File: src/rtl/core_pkg.sv
// Shared types and constants for the core's pipeline control logic.
// Forwarding selects, the load result encoding and the hazard FSM states.
package core_pkg;

    typedef enum logic [1:0] {
        FWD_RF  = 2'b00,
        FWD_WB  = 2'b01,
        FWD_MEM = 2'b10
    } forward_sel_t;

    localparam logic [1:0] RESULT_LOAD = 2'b01;

    typedef enum logic {
        DRAIN = 1'b0,
        RUN   = 1'b1
    } hz_state_t;

    // Memory stage wins over Writeback because it holds the younger result.
    function automatic forward_sel_t fwdSelect(
        input logic [4:0] rs,
        input logic       regWriteM,
        input logic [4:0] rdM,
        input logic       regWriteW,
        input logic [4:0] rdW
    );
        forward_sel_t sel;
        sel = FWD_RF;
        if (rs != 5'd0) begin
            if (regWriteM && (rdM == rs)) begin
                sel = FWD_MEM;
            end else if (regWriteW && (rdW == rs)) begin
                sel = FWD_WB;
            end
        end
        return sel;
    endfunction

endpackage

File: src/rtl/sat_counter.sv
// Event counter that counts up on inc and holds at all-ones instead of wrapping.
// Cleared asynchronously by reset.
module sat_counter #(
    parameter int W = 16
) (
    input  logic         clk,
    input  logic         reset,
    input  logic         inc,
    output logic [W-1:0] count
);

    always_ff @(posedge clk or posedge reset) begin
        if (reset) begin
            count <= '0;
        end else if (inc && (count != {W{1'b1}})) begin
            count <= count + 1'b1;
        end
    end

endmodule

File: src/rtl/hazard_unit.sv
// Hazard controller for the five-stage RV32I pipeline: stall/flush, EX forwarding,
// a post-reset drain sequence and saturating stall/flush event counters.
//
// state | meaning
// DRAIN | flush D and E every cycle while the drain down-counter runs out
// RUN   | normal hazard resolution; terminal until reset
module hazard_unit
    import core_pkg::*;
#(
    parameter int DRAIN_CYCLES = 2,
    parameter int CNT_W        = 16
) (
    input  logic             clk,
    input  logic             reset,
    input  logic [4:0]       Rs1D,
    input  logic [4:0]       Rs2D,
    input  logic [4:0]       Rs1E,
    input  logic [4:0]       Rs2E,
    input  logic [4:0]       RdE,
    input  logic [1:0]       ResultSrcE,
    input  logic             PCSrcE,
    input  logic [4:0]       RdM,
    input  logic [4:0]       RdW,
    input  logic             RegWriteM,
    input  logic             RegWriteW,
    output logic             StallF,
    output logic             StallD,
    output logic             FlushD,
    output logic             FlushE,
    output logic [1:0]       ForwardAE,
    output logic [1:0]       ForwardBE,
    output logic [CNT_W-1:0] StallCount,
    output logic [CNT_W-1:0] FlushCount,
    output logic             Draining
);

    localparam int DW = (DRAIN_CYCLES > 1) ? $clog2(DRAIN_CYCLES) : 1;
    localparam logic [DW-1:0] DRAIN_INIT = DW'(DRAIN_CYCLES - 1);

    hz_state_t    state;
    hz_state_t    stateNext;
    logic [DW-1:0] drainCnt;
    logic [DW-1:0] drainCntNext;

    logic         lwStall;
    logic         stallEvent;
    logic         flushEvent;
    forward_sel_t fwdA;
    forward_sel_t fwdB;

    assign lwStall = (ResultSrcE == RESULT_LOAD) && (RdE != 5'd0) &&
                     ((Rs1D == RdE) || (Rs2D == RdE));

    // Reset forces the selects to the register file regardless of stage contents.
    assign fwdA = reset ? FWD_RF : fwdSelect(Rs1E, RegWriteM, RdM, RegWriteW, RdW);
    assign fwdB = reset ? FWD_RF : fwdSelect(Rs2E, RegWriteM, RdM, RegWriteW, RdW);
    assign ForwardAE = fwdA;
    assign ForwardBE = fwdB;

    always_ff @(posedge clk or posedge reset) begin
        if (reset) begin
            state    <= DRAIN;
            drainCnt <= DRAIN_INIT;
        end else begin
            state    <= stateNext;
            drainCnt <= drainCntNext;
        end
    end

    always_comb begin
        stateNext    = state;
        drainCntNext = drainCnt;
        StallF       = 1'b0;
        StallD       = 1'b0;
        FlushD       = 1'b0;
        FlushE       = 1'b0;
        Draining     = 1'b0;
        stallEvent   = 1'b0;
        flushEvent   = 1'b0;
        case (state)
            DRAIN: begin
                FlushD   = 1'b1;
                FlushE   = 1'b1;
                Draining = 1'b1;
                if (drainCnt == '0) begin
                    stateNext = RUN;
                end else begin
                    drainCntNext = drainCnt - 1'b1;
                end
            end
            RUN: begin
                // A taken branch redirects the PC, so a pending load-use stall is dropped.
                StallF     = lwStall & ~PCSrcE;
                StallD     = lwStall & ~PCSrcE;
                FlushD     = PCSrcE;
                FlushE     = PCSrcE | lwStall;
                stallEvent = lwStall & ~PCSrcE;
                flushEvent = PCSrcE;
            end
            default: begin
                stateNext = DRAIN;
            end
        endcase
    end

    sat_counter #(.W(CNT_W)) uStallCnt (
        .clk   (clk),
        .reset (reset),
        .inc   (stallEvent),
        .count (StallCount)
    );

    sat_counter #(.W(CNT_W)) uFlushCnt (
        .clk   (clk),
        .reset (reset),
        .inc   (flushEvent),
        .count (FlushCount)
    );

endmodule

File: config.mk
export PLATFORM = sky130hd
export DESIGN_NAME = hazard_unit
export DESIGN_NICKNAME = d
export VERILOG_FILES = /design/src/rtl/core_pkg.sv /design/src/rtl/sat_counter.sv /design/src/rtl/hazard_unit.sv
export SDC_FILE = /design/constraint.sdc
export NUM_CORES = 1
export LEC_CHECK = 0
export CORE_AREA = 4 4 64 66
export DETAILED_ROUTE_END_ITERATION = 10
export DIE_AREA = 0 0 68 70
export DONT_BUFFER_PORTS = 1
export GPL_TIMING_DRIVEN = 0
export PLACE_DENSITY = 0.75
export RECOVER_POWER = 50
export SYNTH_ARGS = -nofsm -noshare
export SYNTH_HDL_FRONTEND = slang
export SYNTH_SLANG_ARGS = --single-unit
File: constraint.sdc
create_clock -name clk -period 2.3 [get_ports clk]
set_clock_uncertainty 0.15 [all_clocks]
set_input_delay 0.23 -clock clk [delete_from_list [all_inputs] [get_ports clk]]
set_output_delay 0.23 -clock clk [all_outputs]
set_load 0.02 [all_outputs]
-- Word level (Yosys, flattened, before mapping)
Cells that the tools add are included.
- output and inout bits: 41
- register bits after elaboration: 34
- word-level logic and storage cells: 48
- mux-type cells: 16
- bitwise gates (word level): 4
- add/subtract/negate cells: 3
- equality and inequality tests: 9
- reduce and logical (&&, ||, !) cells: 12
- operators by type and width (operator ; count):
    $add A16 B1 Y16 const B ; 2
    $ne A16 B16 Y1 const B ; 2
    $eq A5 B5 Y1 ; 6
    $reduce_bool A5 Y1 ; 3
    $mux W2 ; 6
    $logic_and A1 B1 Y1 ; 8
    $mux W1 ; 8
    $pmux W1 S2 ; 2
    $eq A2 B1 Y1 const B ; 1
    $not A1 Y1 ; 2
    $and A1 B1 Y1 ; 1
    $logic_or A1 B1 Y1 ; 1
    $or A1 B1 Y1 ; 1
    $sub A1 B1 Y1 const B ; 1

-- Longest topological paths before layout
- depth after elaboration: 6
- gate-level depth with buffers: 7
- gate-level depth less buffers: 6

-- Hierarchy
From an unflattened synthesis, not the netlist that was laid out.
- cell total of the unflattened synthesis: 208
- area, all modules: 2130.8 um2
- by module, submodules not included (module ; area each (um2) ; instances ; cells each):
    sat_counter ; 805.8 ; 2 ; 71
    hazard_unit ; 519.2 ; 1 ; 66

-- Worst setup path before layout
Ideal clock, no wire load.
- path type: input to output
- start point: in RdE[4]
- end point: out StallF
- data arrival time: 1580 ps
- data required time: 1920 ps
- path buffers: 2
- stages: 7
- path slack: 340 ps
- path through: xnor2_1 -> nand3_1 -> o22ai_2 -> buf_2 -> nand2_1 -> nor2_1 -> buf_4
- cells in the longest elaborated chain, start to end: 5
- elaborated cells on any way between the ends: 8
- RTL lines (item ; line ; source):
    from (decl) ; hazard_unit.sv:19 ; input logic [4:0] RdE,
    $eq A5 B5 Y1 or $reduce_bool A5 Y1 (tied branches) ; hazard_unit.sv:52, hazard_unit.sv:51 ;
    $logic_or A1 B1 Y1 or $logic_and A1 B1 Y1 (tied branches) ; hazard_unit.sv:52, hazard_unit.sv:51 ;
    $logic_and A1 B1 Y1 (*) ; hazard_unit.sv:51 ; assign lwStall = (ResultSrcE == RESULT_LOAD) && (RdE != 5'd0) &&
    $and A1 B1 Y1 (*) ; - ;
    $mux W1 (*) ; - ;
    to (decl) ; hazard_unit.sv:26 ; output logic StallF,
Mark *: on every way between the ends. The rest lies on a longest branch, timed or not.

-- Final worst setup path
- start point: reg uStallCnt.count[0]
- end point: reg uStallCnt.count[1]
- cells in the longest elaborated chain, start to end: 2
- elaborated cells on any way between the ends: 3
- RTL lines (item ; line ; source):
    from (decl) ; sat_counter.sv:9 ; output logic [W-1:0] count
    from (signal assigned) ; sat_counter.sv:16 ; count <= count + 1'b1;
    branches (longest 2 deep; another with $add A16 B1 Y16) ; - ;
Parallel ways; which one is timed is not known.
A chain may end at the register's enable or synchronous reset.

==> run metrics <==
status complete, no violations; die width 68 um; global-route wire length before repair 7310 um; GRT Total Usage 19.9%; Max-Slew Margin vs Limit 14.8%; Worst R2R End uStallCnt.count[1]; Routed WL per cell 17.2 um; number of synthesized register bits 34; RR Startpoint uStallCnt.count[0]; WP depth 6; post-synth cell types 39; number of max-cap violations 0; hold crit path type in2reg; GPL Wtd Cong 0.855; crit path DAT 2.20 ns; CTS tree done; Setup Buffers After CTS 0; Total Neg Setup Slack 0 ns; Post-Layout Cell Count 266; vias in the first global route 1680; CTS buffer count 5; Max stage delay cell, worst path dfrtp_1; Pre-Repair DR Iteration Count 4; row count 22; peak supply drop 0.000352 V; Setup CP Type reg2reg; family with the most delay on the worst path simple AND/OR/NAND/NOR gates; post-route cell area 0.00227 mm2; antenna violations before repair 0; syn_nets 254; Placed Instances 258; clk_lat worst skew 0.33 ns; Max Root-Sink Buffers 2; gate count after technology mapping 210; Routed Antenna Nets 0; I/O pin cnt 83; Tmin final 2.13 ns; Final Max Slew Viols 0; PwrDens 679 mW/mm2; area grow syn2layout 7.92%; Max Clk Rate 469 MHz; Initial Util 58.7%; ratio of cells with drive above 1 in the final layout 11.5%; worst r2r path cells 6; hold depth 3; worst path bufs/invs 0; nets 262; R2R Setup Slk 0.17 ns; Worst Setup End Kind register; CP Launch Point uStallCnt.count[0]; drt drc 0; Final setup violation count 0; placed inst area 0.00216 mm2; H-tree depth 2; Async S/R FF share, synth 100%; n_diodes 0; vias 1598; Critical Path Fanout Max 8; Post-Syn Area 0.00210 mm2; GR Overflow Total 0; Main synth FF type dfrtp_1; via/cell ratio 6.01; critical path's largest stage delay 0.53 ns; DRT iter0 DRCs 56; LEAKAGE 0.000949 uW; Seq. cell area 852 um2; Syn Area/Cell 10.0 um2; CP required 2.37 ns; DIE AREA 0.00476 mm2; Critical Path, Cell by Cell ha_1 -> nand3_1 -> nor4_4 -> nor2_4 -> nand3_2 -> mux2_4; Critical Path Source Type register; DP HPWL 3620 um; Post-synth EDFFs 0; Hold Vio Cnt, Final 0; total of fill cells in the finished design 315; largest net degree at the start of global routing 35; RSZ-0062 raised after global routing false; chip height 70 um; TritonCTS Sinks 34; input/output buffers 0; CTS clk-pin slew, worst paths 0.10 ns; Clock Tree Root clkbuf_4; Tightest Pin Transition 1.28 ns; end point of the critical path uStallCnt.count[1]; Syn. warnings 0; multi-input logic area 0.00122 mm2; Util after Layout 63.4%; routed wire length 4590 um; fin crit share 92.8%; Core ar. 0.00358 mm2; post-synthesis sequential area ratio 40.6%
==> power by group <==
part	switching (uW)	internal, uW
combinational	111	124
sequential	191	669
clock	193	253
total	494	1050
==> area by class of cell <==
type | instances | area share (%)
clock buffers | 6 | 2.26
repair buffers | 1 | 0.442
multi-input cells | 167 | 54.0
flip-flops and latches | 34 | 37.6
clock inverters | 1 | 1.32
plain buffers | 2 | 0.552
inverters | 7 | 1.16
well taps | 48 | 2.65
==> how the worst min path moves through the flow <==
stage | start | endpoint
finish | PCSrcE | uFlushCnt.count[0]
global route | PCSrcE | uFlushCnt.count[0]
CTS | reset | uFlushCnt.count[0]
detailed placement | drainCnt | state
global placement | drainCnt | state
floorplan | reset | state
==> cells in the mapped netlist (2+ instances only) <==
| master | n | share of area (%) |
|---|---|---|
| nand3_1 | 17 | 4.0 |
| and3b_1 | 2 | 0.83 |
| a31oi_1 | 2 | 0.60 |
| and3_1 | 8 | 2.4 |
| nand2_1 | 14 | 2.5 |
| nor3b_1 | 3 | 1.1 |
| nor3_2 | 2 | 0.95 |
| and4_1 | 2 | 0.83 |
| or4_1 | 2 | 0.71 |
| nor2_1 | 14 | 2.5 |
| xnor2_1 | 45 | 19 |
| nand4_1 | 14 | 4.2 |
| dfrtp_1 | 33 | 39 |
| nor3_1 | 2 | 0.48 |
| inv_1 | 7 | 1.3 |
| ha_1 | 2 | 1.2 |
| nor4_1 | 7 | 2.1 |
| xor2_1 | 13 | 5.4 |
==> placed cells by master, fill, tap and decap left out, types with 2 or more instances in the layout <==
cell      Yosys  routed
nand2_1      14      14
nand3_1      17      17
and4_1        2       2
nand4_1      14      14
or4_1         2       2
nor3b_1       3       3
nor4_1        7       7
nor2_1       14      13
and3_1        8       8
inv_1         7       7
nor3_1        2       2
nor3_2        2       2
dfrtp_1      33      33
xnor2_1      45      45
xor2_1       13      13
ha_1          2       2
and3b_1       2       2
a31oi_1       2       2
clkbuf_4      0       5
==> repair_timing <==
| action | in CTS | in global routing |
|---|---|---|
| hold buffers | 0 | 1 |
| gates resized for setup | 0 | 3 |
| setup endpoints to repair | 0 | 4 |
| hold endpoints to repair | 0 | 33 |
==> worst register-to-register path: cells and delay by family (launching register included) <==
kind	cells	cell delay, ns
fa+ha+maj	1	0.22
flops	1	0.53
mux	1	0.30
simple gates	4	0.83
==> routing by layer <==
metal,global-route usage (%),part of all wire (%),routed length [um]
met1,20.9,36,1660
met2,34.8,52,2390
met3,6.59,9.5,436
met4,8.61,2.2,99
met5,0,0,0
==> through the flow <==
| step | total power (uW) | setup slack (ns) | hold WS [ns] |
|---|---|---|---|
| after floorplan | 1040 | 0.340 | 0.221 |
| after global placement | 1080 | 0.163 | 0.273 |
| after detailed placement | 1110 | 0.0805 | 0.275 |
| after CTS | 1550 | 0.0435 | 0.00852 |
| after global routing | 1620 | 0.0193 | 0.0117 |
| final | 1540 | 0.166 | 0.0235 |
==> cell families (layout without fill, tap and decap cells) <==
family,after synthesis,in the layout,share of synthesized area [%]
compound gates,5,5,2.32
buf+inv,9,17,1.85
simple gates,100,100,28.6
xor+xnor,58,58,24.2
flops,34,34,40.6
fa+ha+maj,2,2,1.19
mux,2,2,1.25
==> state kept, by name (all words and copies together), names as in the netlist <==
signal and count:
drainCnt 1, state 1, uFlushCnt.count 16, uStallCnt.count 16
No activity file was read; power rests on OpenSTA's default activity.
